**src/rtl/dmem_access_controller_if.sv**
```systemverilog
// rtl/dmem_access_controller_if.sv - pipeline request/response and data-memory bus bundle
interface dmem_access_controller_if;
  // MEM-stage request
  logic        ReqRead;
  logic        ReqWrite;
  logic [31:0] ReqAddress;
  logic [31:0] ReqWriteData;
  // MEM-stage response
  logic        Stall;
  logic [31:0] ReadData_out;
  logic        Done;
  logic        AccessFault;
  logic        AlignFault;
  logic [15:0] MissCount;
  // data-memory bus
  logic        memRead;
  logic        memWrite;
  logic [31:0] Address;
  logic [31:0] WriteData;
  logic [31:0] ReadData;
  logic        DMemError;

  // controller view: consumes requests and memory responses, drives everything else
  modport master (
    input  ReqRead, ReqWrite, ReqAddress, ReqWriteData, ReadData, DMemError,
    output Stall, ReadData_out, Done, AccessFault, AlignFault, MissCount,
    output memRead, memWrite, Address, WriteData
  );

  // environment view: pipeline plus data memory
  modport slave (
    output ReqRead, ReqWrite, ReqAddress, ReqWriteData, ReadData, DMemError,
    input  Stall, ReadData_out, Done, AccessFault, AlignFault, MissCount,
    input  memRead, memWrite, Address, WriteData
  );
endinterface

```
**src/rtl/dmem_access_controller.sv**
```systemverilog
// rtl/dmem_access_controller.sv - data-memory initiator with miss stall, timed retry and fault reporting
module dmem_access_controller #(
  parameter int unsigned MISS_PENALTY = 4,
  parameter int unsigned MAX_RETRIES  = 3,
  parameter logic [31:0] FAULT_DATA   = 32'hBAD0DADA
) (
  input logic                       Clk,
  input logic                       Rst,
  dmem_access_controller_if.master  bus
);

  localparam int unsigned PW = $clog2(MISS_PENALTY + 1);
  localparam int unsigned RW = $clog2(MAX_RETRIES + 2);
  localparam logic [PW-1:0] PENALTY_LOAD = PW'(MISS_PENALTY);
  localparam logic [RW-1:0] RETRY_MAX    = RW'(MAX_RETRIES);

  typedef enum logic [1:0] {
    S_IDLE      = 2'd0,
    S_ACCESS    = 2'd1,
    S_MISS_WAIT = 2'd2,
    S_DONE      = 2'd3
  } state_t;

  state_t        r_state;
  state_t        w_next;
  logic          r_op_write;
  logic [31:0]   r_addr;
  logic [31:0]   r_wdata;
  logic [31:0]   r_rdata;
  logic [RW-1:0] r_retry;
  logic [PW-1:0] r_penalty;
  logic [15:0]   r_miss_count;
  logic          r_access_fault;
  logic          r_align_fault;

  logic w_req;
  logic w_misaligned;
  logic w_stall;
  logic w_mem_read;
  logic w_mem_write;

  assign w_req        = bus.ReqRead || bus.ReqWrite;
  assign w_misaligned = (bus.ReqAddress[1:0] != 2'b00);

  // State register; reset abandons any access in flight.
  always_ff @(posedge Clk or posedge Rst) begin
    if (Rst) r_state <= S_IDLE;
    else     r_state <= w_next;
  end

  // Next state plus the combinational stall and memory strobes; a missed store never reaches memWrite.
  always_comb begin
    w_next      = r_state;
    w_stall     = 1'b0;
    w_mem_read  = 1'b0;
    w_mem_write = 1'b0;
    case (r_state)
      S_IDLE: begin
        if (w_req) begin
          w_stall = 1'b1;
          w_next  = w_misaligned ? S_DONE : S_ACCESS;
        end
      end
      S_ACCESS: begin
        w_stall     = 1'b1;
        w_mem_read  = !r_op_write;
        w_mem_write = r_op_write && !bus.DMemError;
        if (!bus.DMemError)          w_next = S_DONE;
        else if (r_retry < RETRY_MAX) w_next = S_MISS_WAIT;
        else                          w_next = S_DONE;
      end
      S_MISS_WAIT: begin
        w_stall = 1'b1;
        if (r_penalty <= PW'(1)) w_next = S_ACCESS;
      end
      S_DONE:  w_next = S_IDLE;
      default: w_next = S_IDLE;
    endcase
  end

  // Request latch, load capture, retry/penalty counting and miss statistics.
  always_ff @(posedge Clk or posedge Rst) begin
    if (Rst) begin
      r_op_write     <= 1'b0;
      r_addr         <= 32'd0;
      r_wdata        <= 32'd0;
      r_rdata        <= 32'd0;
      r_retry        <= '0;
      r_penalty      <= '0;
      r_miss_count   <= 16'd0;
      r_access_fault <= 1'b0;
      r_align_fault  <= 1'b0;
    end else begin
      case (r_state)
        S_IDLE: begin
          if (w_req) begin
            r_op_write     <= bus.ReqWrite;
            r_addr         <= bus.ReqAddress;
            r_wdata        <= bus.ReqWriteData;
            r_retry        <= '0;
            r_access_fault <= 1'b0;
            r_align_fault  <= w_misaligned;
          end
        end
        S_ACCESS: begin
          if (!bus.DMemError) begin
            if (!r_op_write) r_rdata <= bus.ReadData;
          end else begin
            if (r_miss_count != 16'hFFFF) r_miss_count <= r_miss_count + 16'd1;
            if (r_retry < RETRY_MAX) begin
              r_retry   <= r_retry + RW'(1);
              r_penalty <= PENALTY_LOAD;
            end else begin
              r_rdata        <= FAULT_DATA;
              r_access_fault <= 1'b1;
            end
          end
        end
        S_MISS_WAIT: r_penalty <= r_penalty - PW'(1);
        default: ;
      endcase
    end
  end

  assign bus.Stall        = w_stall;
  assign bus.Done         = (r_state == S_DONE);
  assign bus.AccessFault  = (r_state == S_DONE) && r_access_fault;
  assign bus.AlignFault   = (r_state == S_DONE) && r_align_fault;
  assign bus.ReadData_out = r_rdata;
  assign bus.MissCount    = r_miss_count;
  assign bus.memRead      = w_mem_read;
  assign bus.memWrite     = w_mem_write;
  assign bus.Address      = r_addr;
  assign bus.WriteData    = r_wdata;

endmodule
```
**src/flat_wrapper.sv**
```systemverilog
// flat-port wrapper written by rule: the top's interface ports become plain ports
module dmem_access_controller_flat 
#(
  parameter int unsigned MISS_PENALTY = 4,
  parameter int unsigned MAX_RETRIES  = 3,
  parameter logic [31:0] FAULT_DATA   = 32'hBAD0DADA
)
  (Clk, Rst, bus_ReqRead, bus_ReqWrite, bus_ReqAddress, bus_ReqWriteData, bus_ReadData, bus_DMemError, bus_Stall, bus_ReadData_out, bus_Done, bus_AccessFault, bus_AlignFault, bus_MissCount, bus_memRead, bus_memWrite, bus_Address, bus_WriteData);
  dmem_access_controller_if bus_i ();
  input logic Clk;
  input logic Rst;
  input wire logic [$bits(bus_i.ReqRead)-1:0] bus_ReqRead;
  input wire logic [$bits(bus_i.ReqWrite)-1:0] bus_ReqWrite;
  input wire logic [$bits(bus_i.ReqAddress)-1:0] bus_ReqAddress;
  input wire logic [$bits(bus_i.ReqWriteData)-1:0] bus_ReqWriteData;
  input wire logic [$bits(bus_i.ReadData)-1:0] bus_ReadData;
  input wire logic [$bits(bus_i.DMemError)-1:0] bus_DMemError;
  output wire logic [$bits(bus_i.Stall)-1:0] bus_Stall;
  output wire logic [$bits(bus_i.ReadData_out)-1:0] bus_ReadData_out;
  output wire logic [$bits(bus_i.Done)-1:0] bus_Done;
  output wire logic [$bits(bus_i.AccessFault)-1:0] bus_AccessFault;
  output wire logic [$bits(bus_i.AlignFault)-1:0] bus_AlignFault;
  output wire logic [$bits(bus_i.MissCount)-1:0] bus_MissCount;
  output wire logic [$bits(bus_i.memRead)-1:0] bus_memRead;
  output wire logic [$bits(bus_i.memWrite)-1:0] bus_memWrite;
  output wire logic [$bits(bus_i.Address)-1:0] bus_Address;
  output wire logic [$bits(bus_i.WriteData)-1:0] bus_WriteData;
  assign bus_i.ReqRead = bus_ReqRead;
  assign bus_i.ReqWrite = bus_ReqWrite;
  assign bus_i.ReqAddress = bus_ReqAddress;
  assign bus_i.ReqWriteData = bus_ReqWriteData;
  assign bus_i.ReadData = bus_ReadData;
  assign bus_i.DMemError = bus_DMemError;
  assign bus_Stall = bus_i.Stall;
  assign bus_ReadData_out = bus_i.ReadData_out;
  assign bus_Done = bus_i.Done;
  assign bus_AccessFault = bus_i.AccessFault;
  assign bus_AlignFault = bus_i.AlignFault;
  assign bus_MissCount = bus_i.MissCount;
  assign bus_memRead = bus_i.memRead;
  assign bus_memWrite = bus_i.memWrite;
  assign bus_Address = bus_i.Address;
  assign bus_WriteData = bus_i.WriteData;
  dmem_access_controller #(.MISS_PENALTY(MISS_PENALTY), .MAX_RETRIES(MAX_RETRIES), .FAULT_DATA(FAULT_DATA)) u_core (.Clk(Clk), .Rst(Rst), .bus(bus_i));
endmodule
```
**config.mk**
```make
export PLATFORM = sky130hd
export DESIGN_NAME = dmem_access_controller_flat
export DESIGN_NICKNAME = d
export VERILOG_FILES = /design/src/rtl/dmem_access_controller_if.sv /design/src/rtl/dmem_access_controller.sv /design/src/flat_wrapper.sv
export SDC_FILE = /design/constraint.sdc
export NUM_CORES = 1
export LEC_CHECK = 0
export ABC_CLOCK_PERIOD_IN_PS = 3800
export BUFFER_PORTS_ARGS = -buffer_cell sky130_fd_sc_hd__buf_4
export CORE_AREA = 5 5 96 142
export CTS_CLUSTER_SIZE = 12
export DETAILED_ROUTE_END_ITERATION = 10
export DIE_AREA = 0 0 101 147
export PLACE_DENSITY = 0.75
export SYNTH_ARGS = -nofsm -noshare
export SYNTH_HDL_FRONTEND = slang
export SYNTH_SLANG_ARGS = --single-unit
```
**constraint.sdc**
```tcl
create_clock -name Clk -period 3.8 [get_ports Clk]
set_input_delay 0.38 -clock Clk [delete_from_list [all_inputs] [get_ports Clk]]
set_output_delay 0.38 -clock Clk [all_outputs]
set_load 0.005 [all_outputs]
```
==> impl_summary.txt, run 1 <==
----------------------------------------------------
[Outcome]
  Status ... finished clean

[Yosys]
  Cell taking the most area after synthesis ... sky130_fd_sc_hd__dfrtp_1
  Cell types with the highest counts after synthesis ... sky130_fd_sc_hd__dfrtp_1 (123), sky130_fd_sc_hd__nand2_1 (79), sky130_fd_sc_hd__mux2_2 (66)
  Leading cell type by number of instances after synthesis ... sky130_fd_sc_hd__dfrtp_1
  Post-Synthesis Net Count ... 533
  Number of enable flip-flop cells after synthesis ... 0
  Count of state elements after synthesis ... 123
  Largest cells by area after synthesis ... sky130_fd_sc_hd__dfrtp_1 (60%), sky130_fd_sc_hd__mux2_2 (14%), sky130_fd_sc_hd__nand2_1 (5.8%)
  Yosys top cell area share ... 59.9%
  Ys flop type ... sky130_fd_sc_hd__dfrtp_1
  Synthesized instance count ... 425
  Post-Synthesis Cell Area ... 5140 µm²
  Sequential share of the synthesized area ... 59.9%
  Post-synth cell types ... 46
  Per-instance average area after synthesis ... 12.1 µm²
  Share of flip-flops with an asynchronous set or reset ... 100%
  Yosys synthesis warning count ... 0

[Routing]
  Residual antenna-violating net count after detailed routing ... 0
  Iter 0 DRT Violations ... 97
  Total vias in the final route ... 4,110
  DRC ... 0
  Final wirelength ... 14,300 µm
  First-pass iteration count of the detailed router ... 4
  Detail-routed via count per cell ... 5.06
  Routed wire per std cell ... 17.6 µm

[STA]
  Final setup viols ... 0
  Fin Clk Skew ... 7.02 ps
  Post-layout minimum cycle time ... 2400 ps
  Setup repair after global routing missed its margin ... no
  Fin Setup TNS ... 0 ps
  Worst-margin pin slew ... 917 ps
  Final worst-path cycle share ... 63.1%
  Maximum clock frequency ... 0.417 GHz
  Number of hold violations in the final report ... 0
  Max Transition Viols Final ... 0
  Max-slew headroom at the worst pin ... 38.6%

[Placed design]
  Dpl hpwl ... 10,600 µm
  RePlAce Congestion ... 0.846
  Total placed instance area ... 6920 µm²
  Count of port buffers added during placement ... 218

[Clock network]
  TritonCTS clock tree ... done
  Clock Pin Slew Worst Setup and Hold Paths ... 60 ps
  Total CTS buffers ... 17
  Post-cts hold buffer count ... 0
  Count of buffers added by post-CTS timing repair for setup ... 0
  Post-CTS sizing ... 0
  Clk Latency, worst-skew pair ... 400 ps
  Clock Root Buffer ... sky130_fd_sc_hd__clkbuf_16
  Sink Count ... 123
  CTS max path bufs ... 2
  CTS H-tree depth ... 4

[Setup path]
  Worst path cell trace ... inv_1 -> ha_1 -> o211a_1 -> o21ai_0 -> nand2_1
  Element type at the critical path end ... flop
  Number of cells on the worst reg-to-reg path ... 5
  Critical register-to-register path startpoint ... u_core.r_state[1]
  Worst path slowest cell ... sky130_fd_sc_hd__o211a_1
  Required time at the endpoint of the critical path ... 4130 ps
  Maximum cell stage delay along the critical path ... 830 ps
  Endpoint of the most critical register-to-register path ... u_core.bus.ReadData_out[7]
  Category of the worst setup path launch point ... flop
  Worst path arrival time ... 2730 ps
  Crit path max fanout ... 32
  Worst setup slack for register-to-register paths ... 1400 ps
  Type of the worst setup path ... flop to flop

[Power and ir drop]
  Max VDD drop ... 0.000356 V
  Leakage power ... 3.79 nW
  Overall power after layout ... 6.29 mW
  Power density over the cells ... 839 nW/µm²

[Floorplan]
  Width of the die ... 101 µm
  Full die area ... 14,800 µm²
  Core area ... 12,300 µm²
  Chip height ... 147 µm
  Number of primary I/O pins ... 219
  FP Rows ... 50
  Initial Utilization ... 41.7%

[Global routing]
  Met1 GRT Util ... 22.5%
  Remaining global-route overflow ... 0
  Met3 routing resource usage after global routing ... 5.94%
  Busiest grt layer ... met2
  Met2 usage ... 32.9%
  Number of antenna violations at the first check in global routing ... 0
  GRT Total Usage ... 19.5%
  First-pass GRT wire length ... 22,800 µm
  Pin count of the biggest net entering global routing ... 75
  Number of global-route vias before repair ... 4,429

[Cells and area]
  Post-route design area ... 7500 µm²
  P&R area growth vs syn ... 45.8%
  Area taken by flip-flops and latches ... 3080 µm²
  Number of antenna repair diodes ... 0
  Multi-input gate area ... 1930 µm²
  Number of inserted filler cells in the final layout ... 995
  Fraction of final layout cells with drive strength greater than 1 ... 49.8%
  Layout Nets ... 753

[Min path]
  Min-delay worst type ... input port to asynchronous set/reset pin

[Job]
  Count of maximum capacitance violations ... 0

----------------------------------------------------
-- per-stage QoR --
stage	hold slack (ps)	util [%]	worst slack [ps]	std cells
after floorplan	442	-	149	425
after global placement	452	56.1	1480	782
after detailed placement	458	56.1	1410	782
after CTS	184	60.9	1370	813
after global routing	189	60.9	1170	813
final	150	60.9	1400	813
-- worst max-delay path by stage --
stage | startpoint | end | slack, ps | cells past startpoint
floorplan | Rst | u_core.bus.Address[0] | 150 | 1
global placement | bus_ReqWrite | u_core.bus.Address[29] | 1480 | 4
detailed placement | bus_ReqWrite | u_core.bus.Address[29] | 1410 | 4
CTS | u_core.r_state[0] | bus_Stall | 1370 | 5
global route | u_core.r_state[1] | u_core.bus.ReadData_out[7] | 1170 | 5
finish | u_core.r_state[1] | u_core.bus.ReadData_out[7] | 1400 | 5
-- logic make-up (layout without fill, tap and decap cells) --
| group | Yosys count | after routing | share of synthesized area (%) |
|---|---|---|---|
| buffers and inverters | 29 | 261 | 2.75 |
| AO/OA/AOI/OAI | 47 | 47 | 5.67 |
| AND/OR/NAND/NOR | 139 | 139 | 13.2 |
| multiplexers | 67 | 67 | 14.6 |
| flip-flops | 123 | 123 | 59.9 |
| XOR/XNOR | 13 | 13 | 2.21 |
| adder cells (fa/ha/maj) | 7 | 7 | 1.70 |
-- routing by layer --
layer | wire, µm | vias to the layer above | part of all wire, %
li1 | - | 1905 | -
met1 | 5370 | 1980 | 38
met2 | 7230 | 189 | 50
met3 | 1210 | 36 | 8.4
met4 | 514 | 0 | 3.6
met5 | 0 | - | 0
-- report_power, final --
part	switching, mW	total, mW	internal (mW)
registers	0.366	2.28	1.92
clock network	0.586	1.57	0.983
logic	1.05	2.44	1.38
total	2.01	6.29	4.28
-- flip-flops by register name, indices dropped and copies added, names as in the netlist --
signal / flops
u_core.bus.Address: 32
u_core.r_op_write: 1
u_core.bus.ReadData_out: 32
u_core.r_align_fault: 1
u_core.bus.WriteData: 32
u_core.r_access_fault: 1
u_core.r_state: 2
u_core.r_penalty: 3
u_core.bus.MissCount: 16
u_core.r_retry: 3
-- layout by cell type (no fill, tap or decap), types with 3 or more instances in the layout --
cell type and instances:
sky130_fd_sc_hd__dfrtp_1 123, sky130_fd_sc_hd__nand2b_1 4, sky130_fd_sc_hd__inv_1 7, sky130_fd_sc_hd__nand2_1 79, sky130_fd_sc_hd__o21ai_0 22, sky130_fd_sc_hd__nor3_1 3, sky130_fd_sc_hd__xnor2_1 4, sky130_fd_sc_hd__clkinv_4 4
sky130_fd_sc_hd__ha_1 7, sky130_fd_sc_hd__buf_4 220, sky130_fd_sc_hd__nand4_1 8, sky130_fd_sc_hd__mux2_2 66, sky130_fd_sc_hd__clkinvlp_4 3, sky130_fd_sc_hd__and2_1 3, sky130_fd_sc_hd__xor2_1 9, sky130_fd_sc_hd__nand3_1 17
sky130_fd_sc_hd__a21oi_1 6, sky130_fd_sc_hd__nor2_1 12, sky130_fd_sc_hd__clkbuf_16 17
-- cell type report --
type / instances / area share (%)
inverters: 9 / 0.484
repair buffers: 221 / 22.3
well taps: 156 / 2.60
clock inverters: 13 / 1.94
multi-input cells: 273 / 25.8
flip-flops and latches: 123 / 41.0
clock buffers: 18 / 5.86
-- critical path: cells and delay by family, from the launching register on --
kind / cells / cell delay [ps]
DFF: 1 / 430
buffers and inverters: 1 / 100
AOI/OAI and AO/OA: 2 / 1090
adders and majority gates: 1 / 550
and+or+nand+nor: 1 / 140
Power figures use the tool's default switching activity.
==> run 2: changes to the inputs <==
--- a/config.mk
+++ b/config.mk
@@ -5,7 +5,7 @@
 export SDC_FILE = /design/constraint.sdc
 export NUM_CORES = 1
 export LEC_CHECK = 0
-export ABC_CLOCK_PERIOD_IN_PS = 3800
+export ABC_CLOCK_PERIOD_IN_PS = 2000
 export BUFFER_PORTS_ARGS = -buffer_cell sky130_fd_sc_hd__buf_4
 export CORE_AREA = 5 5 96 142
 export CTS_CLUSTER_SIZE = 12
==> constraint.sdc (replaced) <==
create_clock -name Clk -period 2 [get_ports Clk]
set_input_delay 0.2 -clock Clk [delete_from_list [all_inputs] [get_ports Clk]]
set_output_delay 0.2 -clock Clk [all_outputs]
set_load 0.005 [all_outputs]
==> run 2 against run 1 <==
Global-route usage down 0.57 points. Clock-buffer cell count down 1. Via count up 0.54%. Wire length down 1.5%. Die area unchanged.
==> impl_summary.txt, run 2 (synthesized netlist as in run 1, its figures left out) <==
----------------------------------------------------
[Setup path]
  Type of the worst setup path ... flop to output pin (was flop to flop)
  Critical register-to-register path startpoint ... u_core.r_state[0] (was u_core.r_state[1])
  Dominant cell type by count on the critical path ... sky130_fd_sc_hd__inv_1
  Crit path max fanout ... 12 (was 32)
  Required time at the endpoint of the critical path ... 1800 ps (was 4130 ps)
  End point of the critical path ... bus_memWrite (was u_core.bus.ReadData_out[7])
  Category of the worst setup path launch point ... flop (unchanged)
  Worst path arrival time ... 1670 ps (was 2730 ps)
  Worst setup path startpoint ... u_core.r_state[1] (unchanged)
  Maximum cell stage delay along the critical path ... 420 ps (was 830 ps)
  Largest delay share family, worst path ... buffers and inverters (was compound AO/OA/AOI/OAI gates)
  Count of buffer and inverter cells on the critical path ... 3 (was 1)
  Number of cells on the worst reg-to-reg path ... 6 (was 5)
  Stages on worst setup path ... 5 (unchanged)
  Worst path cell trace ... inv_1 -> ha_4 -> inv_1 -> nor2_1 -> buf_4 (was inv_1 -> ha_1 -> o211a_1 -> o21ai_0 -> nand2_1)
  Worst path slowest cell ... sky130_fd_sc_hd__dfrtp_1 (was sky130_fd_sc_hd__o211a_1)
  Endpoint of the most critical register-to-register path ... u_core.r_retry[0] (was u_core.bus.ReadData_out[7])
  Element type at the critical path end ... output pin (was flop)
  Worst setup slack for register-to-register paths ... 210 ps (was 1400 ps)

[Clock network]
  Clk Latency, worst-skew pair ... 410 ps (was 400 ps)
  Sink Count ... 123 (unchanged)
  TritonCTS clock tree ... done (unchanged)
  CTS H-tree depth ... 4 (unchanged)
  CTS max path bufs ... 2 (unchanged)
  Total CTS buffers ... 17 (unchanged)
  Clock Pin Slew Worst Setup and Hold Paths ... 60 ps (about the same)
  Clock Root Buffer ... sky130_fd_sc_hd__clkbuf_16 (unchanged)

[Floorplan]
  Initial Utilization ... 41.7% (unchanged)
  Width of the die ... 101 µm (unchanged)
  Number of primary I/O pins ... 219 (unchanged)
  Core area ... 12,300 µm² (unchanged)
  Chip height ... 147 µm (unchanged)
  FP Rows ... 50 (unchanged)
  Full die area ... 14,800 µm² (unchanged)

[Placed design]
  Count of port buffers added during placement ... 218 (unchanged)
  Cell Count Post-Placement ... 786 (was 782)
  RePlAce Congestion ... 0.893 (was 0.846)
  Total placed instance area ... 7000 µm² (was 6920 µm²)
  Dpl hpwl ... 10,600 µm (about the same)
  Setup Slack @ Placement ... 107 ps (was 1410 ps)

[Cells and area]
  Layout Nets ... 758 (was 753)
  Number of antenna repair diodes ... 0 (unchanged)
  Final cell utilization of the core ... 62.1% (was 60.9%)
  Number of inserted filler cells in the final layout ... 977 (was 995)
  Fraction of final layout cells with drive strength greater than 1 ... 50.3% (was 49.8%)
  P&R area growth vs syn ... 48.8% (was 45.8%)
  Post-route insts no fill ... 818 (was 813)
  Most common cell after layout, fill and taps aside ... sky130_fd_sc_hd__buf_4 (unchanged)
  Post-route design area ... 7650 µm² (was 7500 µm²)
  Leading cell types in the layout, fill and taps excluded ... sky130_fd_sc_hd__buf_4 (220), sky130_fd_sc_hd__dfrtp_1 (123), sky130_fd_sc_hd__nand2_1 (79) (unchanged)

[Power and ir drop]
  Leakage power ... 3.84 nW (was 3.79 nW)
  Power density over the cells ... 1610 nW/µm² (was 839 nW/µm²)
  Max VDD drop ... 0.000710 V (was 0.000356 V)

[STA]
  Final setup viols ... 0 (unchanged)
  Fin Clk Skew ... 6.88 ps (was 7.02 ps)
  Fin Setup TNS ... 0 ps (unchanged)
  Post-layout minimum cycle time ... 1870 ps
  Post-route setup slack ... 132 ps (was 1400 ps)
  Worst-margin pin slew ... 375 ps (was 917 ps)
  Max Transition Viols Final ... 0 (unchanged)
  Maximum clock frequency ... 0.535 GHz
  Final worst-path cycle share ... 93.4%
  Max-slew headroom at the worst pin ... 75.0% (was 38.6%)
  Setup repair after global routing missed its margin ... no (unchanged)
  Number of hold violations in the final report ... 0 (unchanged)

[Routing]
  Routed wire per std cell ... 17.2 µm (was 17.6 µm)
  Iter 0 DRT Violations ... 148 (was 97)
  Final wirelength ... 14,100 µm (was 14,300 µm)
  Total vias in the final route ... 4,132 (was 4,110)
  Detail-routed via count per cell ... 5.05 (was 5.06)
  First-pass iteration count of the detailed router ... 4 (unchanged)
  Residual antenna-violating net count after detailed routing ... 0 (unchanged)
  DRC ... 0 (unchanged)

[Min path]
  Min-delay worst type ... input port to flop (was input port to asynchronous set/reset pin)

[Outcome]
  Status ... finished clean (unchanged)

[Global routing]
  Pin count of the biggest net entering global routing ... 74 (was 75)
  Number of global-route vias before repair ... 4,308 (was 4,429)
  GRT Total Usage ... 18.9% (was 19.5%)
  Number of antenna violations at the first check in global routing ... 0 (unchanged)
  First-pass GRT wire length ... 22,000 µm (was 22,800 µm)
  Remaining global-route overflow ... 0 (unchanged)

[Job]
  Count of maximum capacitance violations ... 0 (unchanged)

----------------------------------------------------
-- run 2: cell types whose count changed in the layout (fill, tap and decap cells not counted), sizes merged --
cell / before / now
bufinv: 2 / 4
buf: 221 / 225
dlygate4sd3: 0 / 1
inv: 11 / 10
clkinvlp: 3 / 4
clkbuf: 18 / 17
clkinv: 6 / 5
-- run 2: per-stage QoR --
| step | hold slack [ps] | power, mW |
|---|---|---|
| CTS | 3.88 | 12.4 |
| global placement | 198 | 8.94 |
| finish | 12.1 | 12.3 |
| floorplan | 310 | 6.56 |
| detailed placement | 197 | 9.19 |
| global route | 10.3 | 13.1 |
-- run 2: tightest hold or removal path: cells and delay by family --
kind | cells | cell delay, ps
AND/OR/NAND/NOR | 1 | 60
buffers and inverters | 1 | 70
AO/OA/AOI/OAI | 1 | 60
-- run 2: worst min-delay path by stage --
stage,startpoint,end,slack [ps],cells after the start
after global routing,bus_ReqAddress[22],u_core.bus.Address[22],10,2
after floorplan,bus_ReqWrite,u_core.r_op_write,310,2
final,bus_ReadData[27],u_core.bus.ReadData_out[27],10,3
after global placement,Rst,u_core.bus.Address[26],200,2
after CTS,bus_ReadData[27],u_core.bus.ReadData_out[27],4,3
after detailed placement,Rst,u_core.bus.Address[26],200,2
-- run 2: final cells by class --
cell class,count,area (µm²),share of cell area (%)
multi-input cells,273,1960,25.6
inverters,9,37.5,0.490
clock inverters,14,196,2.57
clock buffers,17,425,5.56
well taps,156,195,2.55
repair buffers,226,1760,23.0
flip-flops and latches,123,3080,40.2
-- run 2: routing by layer --
metal | share of wire [%] | GRT usage [%]
met5 | 0 | 0
met4 | 1.7 | 6.32
met3 | 8.0 | 5.37
met2 | 53 | 33.2
met1 | 37 | 22.0
-- run 2: power breakdown --
group,leakage (nW),internal [mW],switching (mW)
sequential,1.50,3.64,0.704
combinational,2.05,2.77,2.03
clock,0.296,2.08,1.12
total,3.84,8.49,3.85
-- run 2: timing repair --
action | in CTS | in global routing
hold buffers | 1 | 0
resized for setup | 1 | 3
pin swaps | 0 | 0
hold endpoints to repair | 12 | 0
endpoints found under the setup margin | 2 | 4
buffers inserted | 0 | 0
==> run 3: changes to the inputs <==
--- a/config.mk
+++ b/config.mk
@@ -12,6 +12,7 @@
 export DETAILED_ROUTE_END_ITERATION = 10
 export DIE_AREA = 0 0 101 147
 export PLACE_DENSITY = 0.75
+export RECOVER_POWER = 100
 export SYNTH_ARGS = -nofsm -noshare
 export SYNTH_HDL_FRONTEND = slang
 export SYNTH_SLANG_ARGS = --single-unit
==> run 3 against run 2 <==
Largest power group unchanged. Sequential power about the same. Sequential share of layout area grew 0.84 points. Global-route usage is the same. Die area unchanged. Flip-flop and latch count unchanged. Non-clock buffer count stayed put. Clock power about the same. Largest cell class unchanged.
==> impl_summary.txt, run 3 (synthesized netlist as in run 1, its figures left out) <==
----------------------------------------------------
[Outcome]
  Status ... finished clean (unchanged)

[Min path]
  WHS Endpoint ... u_core.bus.ReadData_out[27] (unchanged)
  Hold wc startpoint ... bus_ReadData[27] (unchanged)
  Number of instances on the worst hold path ... 3 (unchanged)
  Min-delay worst type ... input port to flop (unchanged)

[Routing]
  DRC ... 0 (unchanged)
  Iter 0 DRT Violations ... 170 (was 148)
  Detail-routed via count per cell ... 5.06 (was 5.05)
  First-pass iteration count of the detailed router ... 4 (unchanged)
  Total vias in the final route ... 4,137 (was 4,132)
  Final wirelength ... 14,200 µm (was 14,100 µm)
  Routed wire per std cell ... 17.3 µm (was 17.2 µm)
  Residual antenna-violating net count after detailed routing ... 0 (unchanged)

[STA]
  Fin Clk Skew ... 5.43 ps (was 6.88 ps)
  Post-route setup slack ... 120 ps (was 132 ps)
  Maximum clock frequency ... 0.532 GHz (was 0.535 GHz)
  Max Transition Viols Final ... 0 (unchanged)
  Final setup viols ... 0 (unchanged)
  Worst-margin pin slew ... 682 ps (was 375 ps)
  Max-slew headroom at the worst pin ... 54.3% (was 75.0%)
  Fin Setup TNS ... 0 ps (unchanged)
  Final worst-path cycle share ... 94.0% (was 93.4%)
  Setup repair after global routing missed its margin ... no (unchanged)
  Number of hold violations in the final report ... 0 (unchanged)
  Post-layout minimum cycle time ... 1880 ps (was 1870 ps)

[Global routing]
  Number of global-route vias before repair ... 4,308 (unchanged)
  Busiest grt layer ... met2 (unchanged)
  Met2 usage ... 33.2% (unchanged)
  Met3 routing resource usage after global routing ... 5.37% (unchanged)
  GRT Total Usage ... 18.9% (unchanged)
  Pin count of the biggest net entering global routing ... 74 (unchanged)
  Met1 GRT Util ... 22.0% (unchanged)
  First-pass GRT wire length ... 22,000 µm (unchanged)
  Number of antenna violations at the first check in global routing ... 0 (unchanged)
  Remaining global-route overflow ... 0 (unchanged)

[Placed design]
  Cell Count Post-Placement ... 786 (unchanged)
  Setup Slack @ Placement ... 107 ps (unchanged)
  Dpl hpwl ... 10,600 µm (unchanged)
  Count of port buffers added during placement ... 218 (unchanged)
  Total placed instance area ... 7000 µm² (unchanged)
  RePlAce Congestion ... 0.893 (unchanged)

[Floorplan]
  Number of primary I/O pins ... 219 (unchanged)
  Full die area ... 14,800 µm² (unchanged)
  Initial Utilization ... 41.7% (unchanged)
  Width of the die ... 101 µm (unchanged)
  FP Rows ... 50 (unchanged)
  Core area ... 12,300 µm² (unchanged)
  Chip height ... 147 µm (unchanged)

[Setup path]
  Endpoint of the most critical register-to-register path ... u_core.bus.WriteData[21] (was u_core.r_retry[0])
  Element type at the critical path end ... output pin (unchanged)
  Type of the worst setup path ... flop to output pin (unchanged)
  Critical register-to-register path startpoint ... u_core.r_state[0] (unchanged)
  Crit path max fanout ... 12 (unchanged)
  Worst setup slack for register-to-register paths ... 160 ps (was 210 ps)
  Number of cells on the worst reg-to-reg path ... 5 (was 6)
  Required time at the endpoint of the critical path ... 1800 ps (about the same)
  Worst path arrival time ... 1680 ps (was 1670 ps)
  Category of the worst setup path launch point ... flop (unchanged)

[Clock network]
  CTS max path bufs ... 2 (unchanged)
  Sink Count ... 123 (unchanged)
  Total CTS buffers ... 17 (unchanged)
  CTS H-tree depth ... 4 (unchanged)
  TritonCTS clock tree ... done (unchanged)
  Clk Latency, worst-skew pair ... 410 ps (about the same)
  Clock Pin Slew Worst Setup and Hold Paths ... 60 ps (about the same)
  Clock Root Buffer ... sky130_fd_sc_hd__clkbuf_16 (unchanged)
  Count of buffers added by post-CTS timing repair for setup ... 0 (unchanged)

[Cells and area]
  Most common cell after layout, fill and taps aside ... sky130_fd_sc_hd__dfrtp_1 (was sky130_fd_sc_hd__buf_4)
  Fraction of final layout cells with drive strength greater than 1 ... 45.9% (was 50.3%)
  P&R area growth vs syn ... 45.8% (was 48.8%)
  Post-route design area ... 7500 µm² (was 7650 µm²)
  Layout Nets ... 758 (unchanged)
  Post-route insts no fill ... 818 (unchanged)
  Number of antenna repair diodes ... 0 (unchanged)
  Leading cell types in the layout, fill and taps excluded ... sky130_fd_sc_hd__dfrtp_1 (123), sky130_fd_sc_hd__buf_4 (102), sky130_fd_sc_hd__clkbuf_4 (92) (was sky130_fd_sc_hd__buf_4 (220), sky130_fd_sc_hd__dfrtp_1 (123), sky130_fd_sc_hd__nand2_1 (79))

[Job]
  Count of maximum capacitance violations ... 0 (unchanged)

[Power and ir drop]
  Power density over the cells ... 1600 nW/µm² (was 1610 nW/µm²)
  Leakage power ... 3.69 nW (was 3.84 nW)
  Max VDD drop ... 0.000709 V (was 0.000710 V)

----------------------------------------------------
-- run 3: cell count changes in the layout (fill, tap and decap cells not counted), sizes merged --
cell	delta
buf	-120
clkbuf	+120
-- run 3: final cells by class --
class                      count  area (µm²)
timing repair buffer         226        1630
sequential                   123        3080
clock buffer                  17         425
inverter                       9        35.0
fill                        1011        4830
tap                          156         195
multi-input combinational    273        1940
clock inverter                14         196
-- run 3: worst max-delay path, cell delays in order (launching register included) --
cell and delay (ps):
sky130_fd_sc_hd__dfrtp_1 420, sky130_fd_sc_hd__inv_1 180, sky130_fd_sc_hd__ha_4 240, sky130_fd_sc_hd__inv_1 110, sky130_fd_sc_hd__nor2_1 160, sky130_fd_sc_hd__clkbuf_4 160
-- run 3: per-layer routing --
| layer | vias to the layer above | wire length, µm |
|---|---|---|
| met5 | - | 0 |
| met4 | 0 | 255 |
| met3 | 22 | 1090 |
| met2 | 193 | 7500 |
| met1 | 2008 | 5310 |
| li1 | 1914 | - |
-- run 3: worst max path at each step --
stage                      startpoint                       to  slack [ps]  depth (start not counted)
floorplan                         Rst    u_core.bus.Address[0]         290                          1
CTS                 u_core.r_state[0]                bus_Stall          30                          5
detailed placement  u_core.r_state[1]  u_core.bus.MissCount[1]         110                          5
global placement    u_core.r_state[1]  u_core.bus.MissCount[1]         210                          5
finish              u_core.r_state[1]             bus_memWrite         120                          5
global route        u_core.r_state[1]             bus_memWrite          20                          5
-- run 3: timing repair --
action	CTS	global route
pin swaps	0	0
resized for setup	1	3
setup endpoints to repair	2	4
hold buffers	1	0
hold endpoints to repair	12	0
-- run 3: metrics by stage --
| step | power (mW) | hold slack, ps | utilization (%) |
|---|---|---|---|
| 5_1_grt | 12.7 | 10.3 | 60.8 |
| 3_5_place_dp | 9.19 | 197 | 56.8 |
| 4_1_cts | 12.4 | 3.88 | 61.9 |
| 2_1_floorplan | 6.56 | 310 | - |
| 6_report | 12.0 | 10.5 | 60.8 |
| 3_3_place_gp | 8.94 | 198 | 56.8 |
-- run 3: report_power, final --
part           switching, mW  leakage, nW  total, mW  internal, mW
combinational           2.01         1.89       4.43          2.42
clock                   1.12        0.296       3.20          2.08
sequential             0.685         1.50       4.33          3.64
total                   3.81         3.69       12.0          8.15
